`src/rtl/frame_cap_pkg.sv`:
```
// Shared types and defaults for the sync frame capture slice.
package frame_cap_pkg;

  typedef enum logic [1:0] {
    HUNT    = 2'd0,
    CAPTURE = 2'd1,
    PARITY  = 2'd2
  } state_t;

  localparam int unsigned DEF_PAYLOAD_W = 8;
  localparam int unsigned DEF_CNT_W     = 8;

  function automatic int unsigned bit_cnt_w(input int unsigned w);
    return $clog2(w + 1);
  endfunction

endpackage

```
`src/rtl/sync_frame_capture_if.sv`:
```
// Valid/ready output bus of the frame capture stage.
interface sync_frame_capture_if #(
  parameter int unsigned PAYLOAD_W = frame_cap_pkg::DEF_PAYLOAD_W
);
  logic [PAYLOAD_W-1:0] data_out;
  logic                 data_valid;
  logic                 data_ready;
  logic                 par_err;

  modport master (output data_out, output data_valid, output par_err, input data_ready);
  modport slave  (input data_out, input data_valid, input par_err, output data_ready);
endinterface

```
`src/rtl/frame_sipo.sv`:
```
// Serial-in parallel-out shift register, MSB = first bit shifted in.
module frame_sipo #(
  parameter int unsigned PAYLOAD_W = frame_cap_pkg::DEF_PAYLOAD_W
) (
  input  logic                 clk,
  input  logic                 rst,
  input  logic                 clr,
  input  logic                 en,
  input  logic                 din,
  output logic [PAYLOAD_W-1:0] q,
  output logic [PAYLOAD_W-1:0] q_nxt
);

  // Truncating cast drops the oldest bit and stays valid for PAYLOAD_W=1.
  assign q_nxt = PAYLOAD_W'({q, din});

  always_ff @(posedge clk) begin
    if (rst || clr) q <= '0;
    else if (en)    q <= q_nxt;
  end

endmodule

```
`src/rtl/sync_frame_capture.sv`:
```
// Captures PAYLOAD_W serial bits after each sync match into a valid/ready register.
// Optional trailing even-parity bit when FRAME_PARITY_CHECK_EN is defined.
module sync_frame_capture
  import frame_cap_pkg::*;
#(
  parameter int unsigned PAYLOAD_W = DEF_PAYLOAD_W,
  parameter int unsigned CNT_W     = DEF_CNT_W
) (
  input  logic                 clk,
  input  logic                 rst,
  input  logic                 din,
  input  logic                 det,
  sync_frame_capture_if.master fif,
  output logic [CNT_W-1:0]     drop_cnt
);

  localparam int unsigned BCW = bit_cnt_w(PAYLOAD_W);

  state_t                 state, state_nxt;
  logic [BCW-1:0]         bit_cnt;
  logic                   last_bit;
  logic                   sr_clr, sr_en;
  logic [PAYLOAD_W-1:0]   sr_q, sr_nxt;
  logic                   frame_done;
  logic [PAYLOAD_W-1:0]   word;
  logic                   load;
`ifdef FRAME_PARITY_CHECK_EN
  logic                   perr;
`endif

  frame_sipo #(.PAYLOAD_W(PAYLOAD_W)) u_sipo (
    .clk   (clk),
    .rst   (rst),
    .clr   (sr_clr),
    .en    (sr_en),
    .din   (din),
    .q     (sr_q),
    .q_nxt (sr_nxt)
  );

  assign last_bit = (bit_cnt == BCW'(PAYLOAD_W - 1));

  always_ff @(posedge clk) begin
    if (rst) state <= HUNT;
    else     state <= state_nxt;
  end

  always_comb begin
    state_nxt  = state;
    sr_clr     = 1'b0;
    sr_en      = 1'b0;
    frame_done = 1'b0;
    word       = sr_nxt;
`ifdef FRAME_PARITY_CHECK_EN
    perr       = 1'b0;
`endif
    case (state)
      HUNT: begin
        sr_clr = 1'b1;
        if (det) state_nxt = CAPTURE;
      end
      CAPTURE: begin
        sr_en = 1'b1;
        if (last_bit) begin
`ifdef FRAME_PARITY_CHECK_EN
          state_nxt = PARITY;
`else
          state_nxt  = HUNT;
          frame_done = 1'b1;
`endif
        end
      end
`ifdef FRAME_PARITY_CHECK_EN
      PARITY: begin
        state_nxt  = HUNT;
        frame_done = 1'b1;
        word       = sr_q;
        perr       = ^{sr_q, din};
      end
`endif
      default: state_nxt = HUNT;
    endcase
  end

  always_ff @(posedge clk) begin
    if (rst || state != CAPTURE) bit_cnt <= '0;
    else                         bit_cnt <= bit_cnt + 1'b1;
  end

  // A completing frame may overwrite a word that is being accepted this cycle.
  assign load = frame_done && (!fif.data_valid || fif.data_ready);

  always_ff @(posedge clk) begin
    if (rst) begin
      fif.data_out   <= '0;
      fif.data_valid <= 1'b0;
    end else if (load) begin
      fif.data_out   <= word;
      fif.data_valid <= 1'b1;
    end else if (fif.data_valid && fif.data_ready) begin
      fif.data_valid <= 1'b0;
    end
  end

`ifdef FRAME_PARITY_CHECK_EN
  always_ff @(posedge clk) begin
    if (rst)       fif.par_err <= 1'b0;
    else if (load) fif.par_err <= perr;
  end
`else
  assign fif.par_err = 1'b0;
`endif

  always_ff @(posedge clk) begin
    if (rst)                                         drop_cnt <= '0;
    else if (frame_done && !load && drop_cnt != '1)  drop_cnt <= drop_cnt + 1'b1;
  end

endmodule

```
`src/flat_wrapper.sv`:
```
// flat-port wrapper written by rule: the top's interface ports become plain ports
module sync_frame_capture_flat import frame_cap_pkg::*;
#(
  parameter int unsigned PAYLOAD_W = DEF_PAYLOAD_W,
  parameter int unsigned CNT_W     = DEF_CNT_W
)
  (clk, rst, din, det, drop_cnt, fif_data_out, fif_data_valid, fif_par_err, fif_data_ready);
  sync_frame_capture_if #(.PAYLOAD_W(PAYLOAD_W)) fif_i ();
  input  logic clk;
  input  logic rst;
  input  logic din;
  input  logic det;
  output logic [CNT_W-1:0] drop_cnt;
  output wire logic [$bits(fif_i.data_out)-1:0] fif_data_out;
  output wire logic [$bits(fif_i.data_valid)-1:0] fif_data_valid;
  output wire logic [$bits(fif_i.par_err)-1:0] fif_par_err;
  input wire logic [$bits(fif_i.data_ready)-1:0] fif_data_ready;
  assign fif_data_out = fif_i.data_out;
  assign fif_data_valid = fif_i.data_valid;
  assign fif_par_err = fif_i.par_err;
  assign fif_i.data_ready = fif_data_ready;
  sync_frame_capture #(.PAYLOAD_W(PAYLOAD_W), .CNT_W(CNT_W)) u_core (.clk(clk), .rst(rst), .din(din), .det(det), .fif(fif_i), .drop_cnt(drop_cnt));
endmodule
```
`config.mk`:
```
export PLATFORM = sky130hd
export DESIGN_NAME = sync_frame_capture_flat
export DESIGN_NICKNAME = d
export VERILOG_FILES = /design/src/rtl/frame_cap_pkg.sv /design/src/rtl/sync_frame_capture_if.sv /design/src/rtl/frame_sipo.sv /design/src/rtl/sync_frame_capture.sv /design/src/flat_wrapper.sv
export SDC_FILE = /design/constraint.sdc
export NUM_CORES = 1
export LEC_CHECK = 0
export CORE_ASPECT_RATIO = 1.2
export CORE_UTILIZATION = 52
export CTS_CLUSTER_SIZE = 25
export DETAILED_ROUTE_END_ITERATION = 6
export GPL_TIMING_DRIVEN = 0
export HOLD_SLACK_MARGIN = 0.06
export PLACE_DENSITY_LB_ADDON = 0.08
export SLEW_MARGIN = 20
export SYNTH_ARGS = -nofsm -noshare
export SYNTH_HDL_FRONTEND = slang
export SYNTH_SLANG_ARGS = --single-unit
```
`constraint.sdc`:
```
create_clock -name clk -period 3.2 [get_ports clk]
set_clock_uncertainty 0.1 [all_clocks]
set_input_delay 0.32 -clock clk [delete_from_list [all_inputs] [get_ports clk]]
set_output_delay 0.32 -clock clk [all_outputs]
set_load 0.005 [all_outputs]
```
* Word-level counts from Yosys, hierarchy flattened
Index checks and enable logic that the tools add are counted.
Operators by class: equal/unequal tests 6, $add $sub $neg 2, reductions and logical operators 12, multiplexer cells 9
Operators by type and width (number):
- 8-bit by 1-bit adder with 8-bit output, second input constant | 1
- 8-bit != test, second input constant | 1
- 1-bit two-way mux | 6
- 4-bit by 1-bit adder with 4-bit output, second input constant | 1
- 4-bit by 3-bit == test with 1-bit output, second input constant | 1
- 1-bit logical AND | 4
- 2-bit two-way mux | 2
- 2-bit by 1-bit != test with 1-bit output, second input constant | 2
- 2-bit case mux with 2 select lines | 1
- 1-bit logical OR | 3
- 2-bit by 1-bit == test with 1-bit output, second input constant | 1
- 1-bit zero test | 2
- 2-bit zero test | 1
- 2-bit != test, second input constant | 1
- 2-bit AND reduction | 1
- 2-bit nonzero test | 1
Word-level totals: input port bits 5, bits in registers 30

* Logic depth before layout (Yosys ltp)
Gate-level depths: netlist (run 1).
depth in word-level cells 7, gate-level depth with buffers 5, depth with buffers taken out 5

* Cells and area by module
Synthesis (run 1) repeated with hierarchy kept, for this count alone.
Unflattened totals: cells, all modules 129, area, all modules 1275.0 um^2
By module, submodules not included:
- sync_frame_capture | times used 1, area an instance 919.6 um^2, cells an instance 94
- frame_sipo | times used 1, area an instance 355.3 um^2, cells an instance 35

* Worst setup path after synthesis (run 1)
OpenSTA, ideal clock, no wires.
path kind flip-flop to flip-flop, start point register u_core.bit_cnt[0], end point register u_core.drop_cnt[5], setup slack 1545 ps, data arrival time 1485 ps, required time 3030 ps, path buffers 0, clock period less this slack 1655 ps, stages on the path, launching flop included 6, cells stage by stage dfxtp_1 ha_1 and4b_4 o211ai_4 or4_1 a21oi_1
Between the ends: longest elaborated chain between the ends 7
Ends and longest elaborated chain:
- start, declared | line sync_frame_capture.sv:20 | logic [BCW-1:0] bit_cnt;
- start signal, assigned | line sync_frame_capture.sv:87 | else bit_cnt <= bit_cnt + 1'b1;
- 4-bit by 3-bit == test with 1-bit output (*) | line sync_frame_capture.sv:41 | assign last_bit = (bit_cnt == BCW'(PAYLOAD_W - 1));
- 1-bit two-way mux (*) | line sync_frame_capture.sv:64 | if (last_bit) begin
- 1-bit two-way mux (*) | line sync_frame_capture.sv:57 | case (state)
- 1-bit logical AND | line sync_frame_capture.sv:91 | assign load = frame_done && (!fif.data_valid || fif.data_ready);
- 1-bit zero test | line sync_frame_capture.sv:116 | else if (frame_done && !load && drop_cnt != '1) drop_cnt <= drop_cnt + 1'b1;
- 1-bit logical AND (*) (2 in series) | line sync_frame_capture.sv:116
- end signal, assigned | line sync_frame_capture.sv:116
- end, declared | line sync_frame_capture.sv:14 | output logic [CNT_W-1:0] drop_cnt
Every way passes the cells marked *; elsewhere a longest branch is shown, timed or not. A chain may end at the register's enable or synchronous reset.

* Final worst setup path (run 1)
start point register u_core.bit_cnt[0], end point register u_core.fif.data_out[3]
Between the ends: longest elaborated chain between the ends 4
Ends and longest elaborated chain:
- 4-bit by 3-bit == test with 1-bit output | line sync_frame_capture.sv:41
- 1-bit two-way mux | line sync_frame_capture.sv:64
- 1-bit two-way mux | line sync_frame_capture.sv:57
- 1-bit logical AND | line sync_frame_capture.sv:91
- end signal, assigned | line sync_frame_capture.sv:98 | fif.data_out <= word;
- end, declared | line sync_frame_capture_if.sv:10 | modport master (output data_out, output data_valid, output par_err, input data_ready);
No other way between the ends.

==> flow_summary.yaml, run 1 <==
route:
  wl_met2_mm: 1.00
  dr_wl_met3_um: 109
  drt-vias-per-instance: 5.60
  wl_per_cell_um: 12.9
  initialDrtViolationCount: 22
  firstDrtPassIters: 6
  drcViolationCount: 0
  postRouteAntennaNets: 0
  wl_met1_um: 859
  wirelength_mm: 2.01
  num_vias: 874
  top_layer_used: "met4"
clock_tree:
  ctsHoldBuffers: 0
  clock_sinks: 29
  cts_tree: "yes"
  clockBufferDepth: 2
  clk_pin_slew_ns: 0.09
  cts_buffers: 5
  htree_levels: 2
  insertion_delay_ns: 0.33
  cts_setup_buffers: 0
  root_buffer: "clkbuf_4"
  cts-resized-gates: 0
global_routing:
  first_global_vias: 859
  grt_start_max_net_pins: 11
  grt_pass1_wl_mm: 3.62
  grt.total_usage_pct: 22.1
  gr-total-overflow: 0
  antenna_found_initial: 0
yosys:
  synth_edf_count: 0
  synth_area_um2: 1110
  yosysWarnings: 0
  synth_top_cell_area_share_pct: 52.4
  synth-seq-cells: 29
  postSynthCellCount: 108
  synthFlopType: "dfxtp_1"
  yosysTopAreaCell: "dfxtp_1"
  synth_nets: 115
  synth_seq_area_share_pct: 52.4
  synth.avg_cell_area_um2: 10.3
  synth_most_common_cell: "dfxtp_1"
  synth_cell_type_count: 34
  synthTopCellsByCount: "29 x dfxtp_1, 16 x nor2_1, 9 x mux2i_1"
  yosys-top-cells-area: "dfxtp_1 52%, mux2i_1 8.1%, nor2_1 5.4%, and2_1 4.5%, xor2_1 2.4%"
  async_reset_ff_share_pct: 0
layout:
  final_nets: 143
  fillers: 142
  drive_gt1_share_pct: 10.2
  antennaDiodeCount: 0
  multiInputGateArea_um2: 497
  register_area_um2: 581
  area_growth_pct: 28.8
critical_path:
  crit_family: "simple AND/OR/NAND/NOR gates"
  crit_type: "flop to flop"
  cpPeakStageDelay_ns: 0.51
  cp_max_fo: 8
  rrSetupSlack_ns: 1.34
  startpoint_type: "flop"
  critical_path_required_ns: 3.30
  cp_slowest_cell: "nor2_2"
  cp.arrival_ns: 1.97
  cp_cell_sequence: "ha_1, nand4b_1, nor2_2, mux2i_1, nor2_1"
  end_kind: "flop"
  crit_buf_inv: 0
sta:
  min_period_ns: 1.86
  worstMarginPinSlew_ns: 0.531
  min_period_over_period_pct: 58.2
  max_freq_ghz: 0.537
  setup_viol_count_final: 0
  max_slew_margin_pct: 64.6
  maxSlewViolCount: 0
  tns_ns: 0
  hold_viol: 0
  grt_setup_unrepaired: "false"
power:
  p_total_w: 0.000692
  p_clk_share_pct: 44.7
  combinationalPowerShare_pct: 2.6
  switching_share_pct: 19.3
  leakagePower_nw: 0.513
  p_seq_share_pct: 52.7
  switchingPower_w: 0.000133
  p_per_area_nw_per_um2: 485
  internal_power_w: 0.000559
  vdd_ir_drop_max_mv: 0.379
place:
  hpwlAfterDp_mm: 1.48
  io_buffers: 21
  routabilityCongestion: 0.804
hold_path:
  hp-class: "flop to flop"
run_status:
  status: "complete, no violations"
floorplanning:
  die_y_um: 52.6
  start_util_pct: 57.8
  die_w_um: 44.1
  ios: 23
  placementRows: 17
  fp.dieArea_um2: 2320
  core_region_area_um2: 1910
flow_run:
  cap_violations: 0
==> logic make-up after synthesis <==
logic type | share of synthesized area, %
DFF | 52.4
AOI/OAI and AO/OA | 7.68
and+or+nand+nor | 23.3
other | 0.339
buffers and inverters | 2.71
xor gates and xnor gates | 3.16
muxes | 8.14
adders and majority gates | 2.26
==> cells in the final DEF (no fill, tap or decap) <==
master / count
a21oi_1: 3
a31oi_1: 2
and2_1: 8
and2b_2: 1
and3_1: 1
and4b_4: 1
buf_4: 1
buf_6: 1
bufinv_16: 1
clkbuf_1: 2
clkbuf_4: 5
clkbuf_8: 1
clkdlybuf4s50_1: 21
conb_1: 1
dfxtp_1: 29
ha_1: 2
inv_1: 2
mux2i_1: 9
nand2_1: 1
nand2b_1: 1
nand3_1: 5
nand4_1: 2
nand4b_1: 1
nor2_1: 16
nor2_2: 1
nor2b_1: 1
nor3_1: 3
nor4_1: 2
o2111ai_1: 1
o211ai_4: 1
o21a_1: 2
o21ai_0: 1
o31ai_1: 1
or2b_1: 1
or3_2: 1
or4_1: 1
xnor2_1: 1
xor2_1: 3
==> power groups by stage <==
stage / Combinational, W / Clock (W) / Sequential (W)
after floorplan: 0.00000990 / 0 / 0.000373
after global placement: 0.0000175 / 0 / 0.000373
after detailed placement: 0.0000179 / 0 / 0.000373
after CTS: 0.0000181 / 0.000317 / 0.000365
after global routing: 0.0000200 / 0.000332 / 0.000365
final: 0.0000178 / 0.000310 / 0.000365
==> metal layers <==
layer / track usage, % / up-vias
li1: - / 430
met1: 23.7 / 416
met2: 37.5 / 21
met3: 8.28 / 7
met4: 10.6 / 0
met5: 0 / -
==> path summary, 6_finish.rpt <==
kind | start | to | cells past startpoint
min reg2reg | u_core.u_sipo.q[2] | u_core.u_sipo.q[3] | 1
max reg2reg | u_core.bit_cnt[0] | u_core.fif.data_out[3] | 5
max | u_core.bit_cnt[0] | u_core.fif.data_out[3] | 5
min | u_core.u_sipo.q[2] | u_core.u_sipo.q[3] | 1
==> registers in the layout, summed over array words and instances, names as in the netlist <==
register               flops
u_core.state               1
u_core.u_sipo.q            7
u_core.fif.data_out        8
u_core.bit_cnt             4
u_core.drop_cnt            8
u_core.fif.data_valid      1
==> area by class of cell <==
class	count	share of cell area, %
buffer	3	1.58
clock buffer	7	3.86
clock inverter	1	2.11
inverter	2	0.526
multi-input combinational	74	34.8
sequential	29	40.7
tap	19	1.67
timing repair buffer	21	14.7
==> through the flow <==
step	util [%]	setup slack, ns	instance area, um2	cells	hold slack [ns]
5_1_grt	74.5	1.18	1430	156	0.389
3_5_place_dp	70.1	1.16	1340	148	0.346
2_1_floorplan	-	1.54	1110	108	0.318
6_report	74.5	1.34	1430	156	0.363
4_1_cts	74.5	1.29	1430	156	0.368
3_3_place_gp	70.1	1.20	1340	148	0.332
Power figures use the tool's default switching activity.
==> run 2, diff against run 1 <==
--- a/config.mk
+++ b/config.mk
@@ -6,7 +6,7 @@
 export NUM_CORES = 1
 export LEC_CHECK = 0
 export CORE_ASPECT_RATIO = 1.2
-export CORE_UTILIZATION = 52
+export CORE_UTILIZATION = 44
 export CTS_CLUSTER_SIZE = 25
 export DETAILED_ROUTE_END_ITERATION = 6
 export GPL_TIMING_DRIVEN = 0
==> constraint.sdc (replaced) <==
create_clock -name clk -period 1.56 [get_ports clk]
set_clock_uncertainty 0.1 [all_clocks]
set_input_delay 0.156 -clock clk [delete_from_list [all_inputs] [get_ports clk]]
set_output_delay 0.156 -clock clk [all_outputs]
set_load 0.005 [all_outputs]
==> flow_summary.yaml, run 2 (same netlist as run 1, synthesis figures left out) <==
critical_path:
  cp_cell_sequence: "ha_4, and4b_4, o211ai_4, or4_1, a21oi_1"
  crit_family: "simple AND/OR/NAND/NOR gates"
  cp.arrival_ns: 1.74
  cp_max_fo: 6
  cpPeakStageDelay_ns: 0.41
  reg2regPathDepth: 5
  critical_path_required_ns: 1.72
  end_kind: "flop"
  crit_buf_inv: 0
  r2r_end: "u_core.drop_cnt[5]"
  r2r-start: "u_core.bit_cnt[0]"
  path_depth: 5
  startpoint_type: "flop"
  crit_type: "flop to flop"
  cp_slowest_cell: "or4_1"
  rrSetupSlack_ns: -0.02
global_routing:
  antenna_found_initial: 0
  busiest_layer: "met2"
  grt_use_met2_pct: 28.4
  gr-usage-met3_pct: 5.70
  grt_start_max_net_pins: 11
  met1_usage_pct: 22.4
  grt.total_usage_pct: 18.8
  first_global_vias: 850
  grt_pass1_wl_mm: 3.55
  gr-total-overflow: 0
layout:
  final_cell_area_um2: 1590
  area_growth_pct: 43.5
  reg_top3: "u_core.drop_cnt x8, u_core.fif.data_out x8, u_core.u_sipo.q x7"
  drive_gt1_share_pct: 23.1
  antennaDiodeCount: 0
  final_nets: 154
  layout_commonest_cell: "dfxtp_1"
  mostFrequentLayoutCells: "24 x dfxtp_1, 19 x clkdlybuf4s50_1, 16 x nor2_1, 9 x mux2i_1, 9 x buf_4"
floorplanning:
  die_y_um: 57.0
  die_w_um: 47.8
  placementRows: 19
  start_util_pct: 47.5
  core_region_area_um2: 2330
  fp.dieArea_um2: 2720
  ios: 23
route:
  num_vias: 896
  drcViolationCount: 0
  initialDrtViolationCount: 29
  firstDrtPassIters: 4
  wirelength_mm: 2.30
  drt-vias-per-instance: 5.03
  wl_per_cell_um: 12.9
  postRouteAntennaNets: 0
clock_tree:
  root_buffer: "clkbuf_4"
  clock_sinks: 29
  htree_levels: 2
  insertion_delay_ns: 0.32
  clk_pin_slew_ns: 0.09
  clockBufferDepth: 2
  cts_tree: "yes"
  cts_buffers: 5
sta:
  grt_setup_unrepaired: "true"
  min_period_over_period_pct: 101
  setup_viol_count_final: 1
  min_period_ns: 1.58
  max_freq_ghz: 0.633
  maxSlewViolCount: 0
  hold_viol: 0
  holdWs_ns: 0.309
  layout_setup_ws_ns: -0.0198
run_status:
  status: "finished, violations left"
  violations: "setup timing"
hold_path:
  whs_path_depth: 3
  whs_endpoint: "u_core.state[0]"
  hp-class: "input pin to flop"
  hp-start: "det"
place:
  placed_area_um2: 1370
  hpwlAfterDp_mm: 1.41
  routabilityCongestion: 0.778
  io_buffers: 21
power:
  p_total_w: 0.00123
  p_per_area_nw_per_um2: 775
  leakagePower_nw: 0.629
  vdd_ir_drop_max_mv: 0.585
flow_run:
  cap_violations: 0
-- run 2: cell count changes in the layout (fill, tap and decap cells not counted), sizes merged --
cell           before  now
buf                 2   13
clkdlybuf4s50      21   19
dlymetal6s2s        0    2
bufinv              1    0
-- run 2: cell type report --
class	count	area [um2]
plain buffers	3	22.5
clock buffers	7	55.1
fillers	209	741
inverters	2	7.51
multi-input cells	74	564
flip-flops and latches	29	592
well taps	31	38.8
repair buffers	32	309
-- run 2: worst max-delay path by stage --
stage / to / startpoint
after floorplan: u_core.drop_cnt[1] / u_core.drop_cnt[0]
after global placement: u_core.drop_cnt[1] / u_core.drop_cnt[0]
after detailed placement: u_core.drop_cnt[6] / u_core.bit_cnt[1]
after CTS: u_core.drop_cnt[5] / u_core.bit_cnt[0]
after global routing: u_core.drop_cnt[5] / u_core.bit_cnt[0]
final: u_core.drop_cnt[5] / u_core.bit_cnt[0]
-- run 2: what timing repair did --
item / in CTS / in global routing
hold buffers: 0 / 0
buffers inserted: 9 / 2
resized for setup: 9 / 9
pin swaps: 5 / 3
setup endpoints to repair: 18 / 10
-- run 2: power breakdown --
group / leakage [nW] / internal [W] / switching [W]
clock: 0.0314 / 0.000212 / 0.000234
sequential: 0.237 / 0.000741 / 0.00000451
combinational: 0.361 / 0.0000213 / 0.0000179
-- run 2: layer usage --
metal,wire (um),vias up
li1,-,453
met1,997,409
met4,70,0
met5,0,-
met2,1140,24
met3,95,10
-- run 2: worst reg2reg max path: stages (launching register included) --
cell and delay, ns:
dfxtp_2 0.35, ha_4 0.14, and4b_4 0.26, o211ai_4 0.11
or4_1 0.41, a21oi_1 0.15
-- run 2: through the flow --
| stage | std cells | utilization (%) | setup TNS (ns) | setup slack (ns) |
|---|---|---|---|---|
| floorplan | 108 | - | -0.00901 | -0.00901 |
| global placement | 160 | 58.9 | -1.63 | -0.138 |
| detailed placement | 160 | 58.9 | -1.92 | -0.163 |
| CTS | 176 | 65.5 | -0.0268 | -0.0207 |
| global route | 178 | 68.2 | -0.257 | -0.0800 |
| finish | 178 | 68.2 | -0.0198 | -0.0198 |
==> RTL edit (flow settings as in run 2) <==
Set the package constant `DEF_CNT_W` to 6 (it was 8).
--- a/src/rtl/frame_cap_pkg.sv
+++ b/src/rtl/frame_cap_pkg.sv
@@ -9,5 +9,5 @@
 
   localparam int unsigned DEF_PAYLOAD_W = 8;
-  localparam int unsigned DEF_CNT_W     = 8;
+  localparam int unsigned DEF_CNT_W     = 6;
 
   function automatic int unsigned bit_cnt_w(input int unsigned w);
Interface: changed (resized drop_cnt); port bits go from 23 to 21. No check against the original RTL was run, so the function may have changed too.
==> RTL edit against run 2 <==
The run still ends with negative setup slack left; final area shrank 10%; combinational power shrank 3%; total power shrank 17%; sequential cell count shrank 2; die area shrank 5.2%; cell count shrank 9.6%; wire length shrank 20%; synthesized area shrank 5.4%; setup slack lost 0.052 ns; critical endpoint is now u_core.drop_cnt[3].
==> RTL edit: results (changes against run 2) <==
Yosys
  – Area fraction in compound gates after synthesis: 4.30% (-3.4 points)
  – Post-synthesis mux area share: 9.68% (+1.5 points)
  – Seq/Total Area, Yosys: 51.6% (-0.82 points)
  – Commonest cells post-synth: dfxtp_1 (27), nor2_1 (17), mux2i_1 (9)
  – Synthesized net count: 105 (-8.7%)
  – Post-Synthesis Cells: 98 (-9.3%)
  – Top post-synthesis cells by area: dfxtp_1 (52%), mux2i_1 (8.6%), nor2_1 (6.1%), and2_1 (4.8%), a311oi_4 (2.5%)
  – Count of cell types in the netlist: 30 (-12%)

Detailed routing
  – Vias: 760 (-15%)
  – Vias/cell: 4.72 (-6.2%)
  – Post-Route M1 WL: 827 um (-17%)
  – First DRT Iteration DRCs: 2 (-93%)
  – Met3 wire len: 47 um (-51%)
  – Detailed Route WL: 1840 um (-20%)

Place
  – Dpl cell area: 0.00128 mm^2 (-6.4%)
  – DP HPWL: 1190 um (-16%)
  – Placed insts: 147 (-8.1%)

GRT
  – Met1 usage: 19.5% (-2.9 points)
  – Vias in the first global route: 698 (-18%)
  – GRT Overall Usage: 15.7% (-3.1 points)
  – Largest net degree at the start of global routing: 16 (+5)
  – First-pass GRT wire length: 2990 um (-16%)
  – GR Layer Usage met3: 2.94% (-2.8 points)

Worst setup path
  – Crit path largest cell delay: 0.38 ns (-0.03 ns)
  – Worst R2R End: u_core.drop_cnt[3]
  – Cell family with the largest share of critical-path delay: flip-flops
  – Reg-to-reg critical path startpoint: u_core.drop_cnt[0]
  – Max Fanout on Critical Path: 2 (-4)
  – CP max-delay cell: dfxtp_4

Power and ir drop
  – Switch share: 21.3% (+0.50 points)
  – Leakage: 0.000563 uW (-11%)
  – Comb group: 37.9 uW (-3%)
  – Max rail drop VDD: 0.598 mV (+2.2%)
  – Sequential share of power: 67.8% (+7.2 points)

Finish
  – Layout fillers: 203 (-2.9%)
  – Largest regs: u_core.fif.data_out (8), u_core.u_sipo.q (7), u_core.drop_cnt (6)
  – Nets: 138 (-10%)
  – Final Util: 63.2% (-5.0 points)
  – Layout cells sized above 1: 26.2% (+3.0 points)

Clock network
  – Total CTS buffers: 3 (-2)
  – Post-CTS Repair Setup Buffers: 6 (-3)
  – Cts repair resizes: 10 (+1)
  – Post-CTS Hold Fix Bufs: 1 (+1)

STA
  – Sum of negative setup slack: -0.100 ns (-0.0803 ns)
  – Finish-stage setup viols: 2 (+1)
  – Final WS setup: -0.0723 ns (-0.0525 ns)
  – Hold WS: 0.311 ns (+0.00279 ns)

Hold path
  – WHS Endpoint: u_core.u_sipo.q[0]
  – Beginning of the worst hold path: din
  – Hold Path Cell Cnt: 2 (-1)

Run status
  – Status: finished with violations
  – Failing checks: negative setup slack
## RTL edit: cell type report
| type | instances | area share (%) |
|---|---|---|
| plain buffers | 4 | 2.63 |
| clock buffers | 3 | 1.58 |
| clock inverters | 1 | 0.351 |
| inverters | 2 | 0.526 |
| multi-input cells | 65 | 35.0 |
| flip-flops and latches | 27 | 39.4 |
| well taps | 31 | 2.72 |
| repair buffers | 28 | 17.9 |
## RTL edit: worst max-delay path by stage
stage                          to  slack (ns)          startpoint  cells after the start
5_1_grt        u_core.drop_cnt[3]       -0.13  u_core.drop_cnt[0]                      5
2_1_floorplan  u_core.drop_cnt[3]       -0.07  u_core.drop_cnt[0]                      5
6_report       u_core.drop_cnt[3]       -0.07  u_core.drop_cnt[0]                      5
4_1_cts        u_core.drop_cnt[3]       -0.08  u_core.drop_cnt[0]                      5
3_5_place_dp   u_core.drop_cnt[3]       -0.21      fif_data_ready                      5
3_3_place_gp   u_core.drop_cnt[3]       -0.20      fif_data_ready                      5
